--- src/rtl/sar_pkg.sv ---
// sar_pkg: shared definitions for the successive-approximation controller.
//   - sar_state_e       : controller FSM states
//   - DEF_WIDTH         : default conversion resolution
//   - DEF_SAMPLE_CYCLES : default sample/hold window in clk cycles
//   - cnt_width / ptr_width : register widths for the sample counter and
//                             the bit pointer, never narrower than one bit
package sar_pkg;

    typedef enum logic [1:0] {
        IDLE    = 2'd0,
        SAMPLE  = 2'd1,
        CONVERT = 2'd2,
        DONE    = 2'd3
    } sar_state_e;

    localparam int DEF_WIDTH         = 8;
    localparam int DEF_SAMPLE_CYCLES = 2;

    // Counter runs 0..n-1.
    function automatic int cnt_width(input int n);
        return (n <= 2) ? 1 : $clog2(n);
    endfunction

    // Pointer holds bit indices w-1..0.
    function automatic int ptr_width(input int w);
        return (w <= 2) ? 1 : $clog2(w);
    endfunction

endpackage

--- src/rtl/sar_controller.sv ---
// sar_controller: SAR ADC sequencer. Closes the sample switch for
// SAMPLE_CYCLES cycles, then resolves one bit per cycle, MSB first, using
// the comparator decision, and pulses done with the final code.
// Ports:
//   clk      : clock, rising edge
//   rst      : asynchronous reset, active low
//   start    : conversion request, only honoured in IDLE
//   comp     : comparator, 1 = Vin >= DAC(dac_code)
//   sample   : sample/hold switch enable
//   dac_code : trial code to the capacitive DAC (0 outside CONVERT)
//   busy     : high whenever not IDLE
//   done     : one-cycle pulse, result valid during it
//   result   : last completed conversion, held until the next one ends
module sar_controller
    import sar_pkg::*;
#(
    parameter int WIDTH         = DEF_WIDTH,
    parameter int SAMPLE_CYCLES = DEF_SAMPLE_CYCLES
) (
    input  logic             clk,
    input  logic             rst,
    input  logic             start,
    input  logic             comp,
    output logic             sample,
    output logic [WIDTH-1:0] dac_code,
    output logic             busy,
    output logic             done,
    output logic [WIDTH-1:0] result
);

    localparam int CNT_W = cnt_width(SAMPLE_CYCLES);
    localparam int PTR_W = ptr_width(WIDTH);

    localparam logic [CNT_W-1:0] CNT_LAST = CNT_W'(SAMPLE_CYCLES - 1);
    localparam logic [PTR_W-1:0] PTR_MSB  = PTR_W'(WIDTH - 1);
    localparam logic [WIDTH-1:0] MASK_MSB = {1'b1, {(WIDTH-1){1'b0}}};

    sar_state_e       state_q, state_d;
    logic [CNT_W-1:0] cnt_q, cnt_d;
    logic [PTR_W-1:0] ptr_q, ptr_d;
    logic [WIDTH-1:0] sar_q, sar_d;      // bits already decided
    logic [WIDTH-1:0] mask_q, mask_d;    // one-hot: bit under trial
    logic             sample_q, sample_d;
    logic [WIDTH-1:0] dac_q, dac_d;
    logic             busy_q, busy_d;
    logic             done_q, done_d;
    logic [WIDTH-1:0] result_q, result_d;
    logic [WIDTH-1:0] decided;

    // Outputs are the next-state values registered, so every output is a
    // flop and neither start nor comp reaches a pin combinationally.
    always_comb begin
        state_d  = state_q;
        cnt_d    = cnt_q;
        ptr_d    = ptr_q;
        sar_d    = sar_q;
        mask_d   = mask_q;
        sample_d = sample_q;
        dac_d    = dac_q;
        busy_d   = busy_q;
        done_d   = 1'b0;
        result_d = result_q;
        // Keep the trial bit only when Vin is at or above the trial level.
        decided  = comp ? (sar_q | mask_q) : sar_q;

        case (state_q)
            IDLE: begin
                if (start) begin
                    state_d  = SAMPLE;
                    sample_d = 1'b1;
                    busy_d   = 1'b1;
                    cnt_d    = '0;
                end
            end
            SAMPLE: begin
                if (cnt_q == CNT_LAST) begin
                    state_d  = CONVERT;
                    sample_d = 1'b0;
                    ptr_d    = PTR_MSB;
                    mask_d   = MASK_MSB;
                    sar_d    = '0;
                    dac_d    = MASK_MSB;
                end else begin
                    cnt_d = cnt_q + CNT_W'(1);
                end
            end
            CONVERT: begin
                sar_d = decided;
                if (ptr_q == '0) begin
                    state_d  = DONE;
                    result_d = decided;
                    done_d   = 1'b1;
                    dac_d    = '0;
                end else begin
                    ptr_d  = ptr_q - PTR_W'(1);
                    mask_d = mask_q >> 1;
                    dac_d  = decided | (mask_q >> 1);
                end
            end
            DONE: begin
                state_d = IDLE;
                busy_d  = 1'b0;
            end
            default: begin
                state_d  = IDLE;
                sample_d = 1'b0;
                dac_d    = '0;
                busy_d   = 1'b0;
            end
        endcase
    end

    always_ff @(posedge clk or negedge rst) begin
        if (!rst) begin
            state_q  <= IDLE;
            cnt_q    <= '0;
            ptr_q    <= PTR_MSB;
            sar_q    <= '0;
            mask_q   <= '0;
            sample_q <= 1'b0;
            dac_q    <= '0;
            busy_q   <= 1'b0;
            done_q   <= 1'b0;
            result_q <= '0;
        end else begin
            state_q  <= state_d;
            cnt_q    <= cnt_d;
            ptr_q    <= ptr_d;
            sar_q    <= sar_d;
            mask_q   <= mask_d;
            sample_q <= sample_d;
            dac_q    <= dac_d;
            busy_q   <= busy_d;
            done_q   <= done_d;
            result_q <= result_d;
        end
    end

    assign sample   = sample_q;
    assign dac_code = dac_q;
    assign busy     = busy_q;
    assign done     = done_q;
    assign result   = result_q;

endmodule

--- config.mk ---
export PLATFORM = sky130hd
export DESIGN_NAME = sar_controller
export DESIGN_NICKNAME = d
export VERILOG_FILES = /design/src/rtl/sar_pkg.sv /design/src/rtl/sar_controller.sv
export SDC_FILE = /design/constraint.sdc
export NUM_CORES = 1
export LEC_CHECK = 0
export ABC_AREA = 1
export CORE_MARGIN = 3
export CORE_UTILIZATION = 40
export CTS_BUF_LIST = sky130_fd_sc_hd__clkbuf_2 sky130_fd_sc_hd__clkbuf_4 sky130_fd_sc_hd__clkbuf_8
export DETAILED_ROUTE_END_ITERATION = 16
export SYNTH_ARGS = -nofsm -noshare
export SYNTH_HDL_FRONTEND = slang
export SYNTH_SLANG_ARGS = --single-unit
--- constraint.sdc ---
create_clock -name clk -period 2 [get_ports clk]
set_input_delay 0.4 -clock clk [delete_from_list [all_inputs] [get_ports clk]]
set_output_delay 0.4 -clock clk [all_outputs]
set_load 0.02 [all_outputs]
Word-level counts from Yosys, hierarchy flattened --
Index checks and enable logic that the tools add are counted.
Cells by class: shift operators 0, muxes and demuxes 24, equal/unequal tests 7, reduce and logical (&&, ||, !) cells 12, add/subtract/negate cells 2, divide/modulo/power cells 0, multipliers 0, bitwise logic cells 2, $lt $le $gt $ge 0
Operator list (count):
- 8-bit one-hot mux with 2 select lines | 3
- 8-bit two-way mux | 5
- 3-bit AND reduction | 3
- 2-bit inequality test, second input constant | 4
- 8-bit by 7-bit bitwise OR with 8-bit output | 1
- 8-bit bitwise OR | 1
- 2-bit one-hot mux with 4 select lines | 1
- 2-bit AND reduction | 4
- 1-bit two-way mux | 6
- 2-bit two-way mux | 3
- 3-bit two-way mux | 2
- 1-bit one-hot mux with 2 select lines | 3
- 3-bit one-hot mux with 2 select lines | 1
- 2-bit nonzero test | 3
- 2-bit equality test, second input constant | 2
- 3-bit logical NOT | 1
- 3-bit by 1-bit subtractor with 3-bit output, second input constant | 1
- 2-bit by 1-bit equality test with 1-bit output, second input constant | 1
- 2-bit logical NOT | 1
- 1-bit adder, second input constant | 1
Storage, ports and cells: RAM bits 0, memories kept 0, ROM bits 0, bits in latches 0, flip-flop bits (word level) 41

Longest topological paths before layout --
depth after elaboration 5, mapped depth 9, gate-level depth less buffers 8

Worst setup path after synthesis --
No wires, ideal clock.
path type reg2reg, start point register ptr_q[0], end point register mask_q[1], setup time 117 ps, buffers on the path 1, arrival 1257 ps, stages on the path, launching flop included 10, clock period less this slack 1374 ps, required time 1883 ps, path slack 626 ps, path through dfstp_2 > inv_1 > ha_1 > inv_1 > nor2_1 > nand2_1 > nand2_2 > buf_6 > nand2_1 > nand2_1
Between the ends: word-level cells in the longest chain between the ends 3
RTL lines:
- start, declared | line sar_controller.sv:40 | logic [PTR_W-1:0] ptr_q, ptr_d;
- start signal, assigned | line sar_controller.sv:128 | ptr_q <= ptr_d;
- 3-bit logical NOT | line sar_controller.sv:89 | if (ptr_q == '0) begin
- 2-bit inequality test (no source line)
- 3-bit AND reduction (no source line)
- end signal, assigned | line sar_controller.sv:130 | mask_q <= mask_d;
- end, declared | line sar_controller.sv:42 | logic [WIDTH-1:0] mask_q, mask_d;
No other way between the ends. A chain may end at the register's enable or synchronous reset.

Final worst setup path --
start point register state_q[1], end point register dac_q[2], in the netlist dac_code[2]
Between the ends: word-level cells in the longest chain between the ends 3, elaborated cells on any way between the ends 6
RTL lines:
- start, declared | line sar_controller.sv:38 | sar_state_e state_q, state_d;
- start signal, assigned | line sar_controller.sv:126 | state_q <= state_d;
- 2-bit by 1-bit equality test with 1-bit output / 2-bit equality test (equally long branches) | line sar_controller.sv:66 | case (state_q)
- 2-bit inequality test (no source line) / 2-bit nonzero test (equally long branches)
- 2-bit AND reduction (no source line)
- end signal, assigned | line sar_controller.sv:121 | dac_q <= '0;
- end signal, assigned | line sar_controller.sv:132 | dac_q <= dac_d;
- end, declared | line sar_controller.sv:44 | logic [WIDTH-1:0] dac_q, dac_d;
Several ways; a longest one is shown, not always the timed one.

==> run_results.csv <==
group,metric,value,unit
run_status,outcome,"completed",
critical_path,worst_ep_arrival_time,1.91,ns
global_route,use_met2,0.215,
sta,hold_violations,0,
yosys,avgSynthCellArea,8.30,sq um
critical_path,r2r_cells,7,
route,vias_per_cell,4.63,
critical_path,path_class,"reg2reg",
sta,tns,0,ns
power_and_ir_drop,p_seq_frac,0.369,
sta,finalSetupViolations,0,
clock_network,root_buffer,"clkbuf_8",
floorplan,ios,23,
route,routed_wl,3980,um
floorplan,die_w,76.0,um
sta,fmax,0.594,GHz
yosys,synth_commonest_cells,"nand2_1 (97), dfrtp_1 (38), nand3_1 (32), inv_1 (23)",
hold_path,hp-class,"in2async",
yosys,yosysTopAreaCell,"dfrtp_1",
sta,whs,0.0401,ns
route,ant_nets,0,
floorplan,dieArea,5770,sq um
power_and_ir_drop,switchingPower,0.00140,W
final_layout,utilization,0.511,
clock_network,cts_buffer_depth,2,
yosys,synth.net_count,247,
yosys,synth_edf_count,0,
yosys,synth_ff_type,"dfrtp_1",
yosys,ys_seq_area_frac,0.526,
power_and_ir_drop,leakagePower,1.25,nW
final_layout,area_growth,18.3,%
clock_network,cts_buffers,5,
sta,tightest_slew,0.434,ns
global_route,grtUsageMet3,0.0486,
global_route,grt_max_degree,25,
clock_network,h-tree-depth,2,
power_and_ir_drop,internal-power,0.00191,W
sta,slew_headroom,0.711,
yosys,syn_inst,236,
yosys,netlist_area,1960,sq um
clock_network,ctsHoldBuffers,0,
placement,dp_slack,0.331,ns
route,firstDrtPassIters,4,
global_route,grt.busiest_layer,"met1",
floorplan,rows,24,
clock_network,cts_tree,"yes",
global_route,grt_use_total,0.152,
critical_path,start_kind,"flop",
yosys,yosysWarnings,0,
final_layout,layout.nets,271,
floorplan,die_h,76.0,um
power_and_ir_drop,p_clk_frac,0.164,
power_and_ir_drop,p_sw_frac,0.424,
floorplan,initial_core_util,0.432,
floorplan,core-area,4530,sq um
yosys,synth_cell_types,18,
placement,io_buffers,22,
yosys,synth_most_common_cell,"nand2_1",
run,max_cap_violations,0,
global_route,grt_pass1_wl,7080,um
route,num_vias,1511,
route,drtIter0Drc,111,
critical_path,end_kind,"flop",
power_and_ir_drop,power.total,0.00331,W
sta,rsz0062_at_grt,"false",
clock_network,clock_latency,0.29,ns
clock_network,clock-sinks,41,
critical_path,required,2.23,ns
final_layout,diodes,0,
route,wl_per_cell,12.2,um
power_and_ir_drop,peakVddDrop,0.654,mV
sta,setup_ws,0.318,ns
sta,min_period,1.68,ns
clock_network,clk_pin_slew,0.08,ns
yosys,synth_top_area_share,0.486,
global_route,grt_pass1_vias,1442,
critical_path,worstPathMaxFanout,23,
sta,finalCritPeriodShare,0.841,
yosys,synth_area_leaders,"dfrtp_1 (49%), nand2_1 (19%), nand3_1 (8.2%)",
placement,dp_hpwl,2860,um
clock_network,post_cts_buffers,0,
power_and_ir_drop,p_comb_frac,0.468,
global_route,antenna_found_initial,0,
sta,finClkSkew,0.00616,ns
power_and_ir_drop,power_density,1430,nW/um^2
route,drc,0,
global_route,use_met1,0.226,
yosys,synth_seq_cells,41,
clock_network,cts_resized,0,
sta,maxSlewViolCount,0,
global_route,grt-ovfl-total,0,
placement,gp_congestion,0.810,
final_layout,layout-drive-gt1-share,0.0881,
yosys,async_flop_share,1.00,
worst paths after layout:
kind | start | to | slack (ns)
max reg2reg | state_q[1] | dac_code[2] | 0.32
min | rst | dac_code[3] | 0.04
min reg2reg | ptr_q[1] | ptr_q[1] | 0.46
max in group asynchronous | rst | ptr_q[0] | 1.41
max | state_q[1] | dac_code[2] | 0.32
min in group clk | ptr_q[1] | ptr_q[1] | 0.46
registers in the layout, summed over array words and instances, names as in the netlist:
name	flops
result	8
sample	1
sar_q	8
ptr_q	3
mask_q	8
dac_code	8
done	1
busy	1
cnt_q	1
state_q	2
layout by cell type (no fill, tap or decap):
| master | n |
|---|---|
| inv_1 | 23 |
| ha_1 | 7 |
| buf_2 | 1 |
| dfstp_2 | 3 |
| o21ai_0 | 3 |
| buf_12 | 1 |
| inv_2 | 2 |
| o21ai_1 | 8 |
| nand3_1 | 32 |
| clkinv_2 | 2 |
| clkbuf_4 | 1 |
| or2_2 | 1 |
| clkdlybuf4s50_1 | 21 |
| clkbuf_8 | 5 |
| nand2_1 | 97 |
| buf_4 | 3 |
| dfrtp_1 | 38 |
| nand3b_1 | 8 |
| nand2_2 | 3 |
| nor2_1 | 1 |
| nand2_4 | 1 |
final cells by class:
type / count / area (sq um)
inverter: 25 / 93.8
multi-input combinational: 161 / 767
timing repair buffer: 26 / 258
clock buffer: 6 / 76.3
sequential: 41 / 1030
fill: 465 / 2220
tap: 65 / 81.3
clock inverter: 2 / 10.0
logic make-up (layout without fill, tap and decap cells):
kind of cell	count (synthesis)	after routing	share of synthesized area
buf+inv	34	59	0.0824
flops	41	41	0.526
simple gates	143	143	0.319
fa+ha+maj	7	7	0.0447
compound gates	11	11	0.0281
worst max-delay path: stages (launching register included):
cell and delay [ns]:
dfrtp_1 0.42, inv_1 0.12, ha_1 0.27, nand2_1 0.13, nand2_4 0.23, buf_4 0.25
nand3_1 0.10, nand2_1 0.10
layer usage:
| metal | share of wire | up-vias |
|---|---|---|
| met5 | 0 | - |
| met4 | 0.011 | 0 |
| met3 | 0.037 | 4 |
| met2 | 0.42 | 25 |
| met1 | 0.53 | 697 |
| li1 | - | 785 |
power groups by stage:
stage / combinational, W / sequential, W / clock (W)
3_3_place_gp: 0.00155 / 0.00123 / 0
2_1_floorplan: 0.00101 / 0.00137 / 0
5_1_grt: 0.00176 / 0.00125 / 0.000587
6_report: 0.00155 / 0.00122 / 0.000541
3_5_place_dp: 0.00156 / 0.00123 / 0
4_1_cts: 0.00157 / 0.00122 / 0.000554
per-stage QoR:
stage                     std cells  instance area (sq um)
after floorplan                 236                   1960
after global placement          318                   2230
after detailed placement        318                   2230
after CTS                       326                   2320
after global routing            326                   2320
final                           326                   2320
No activity file was read; power rests on OpenSTA's default activity.
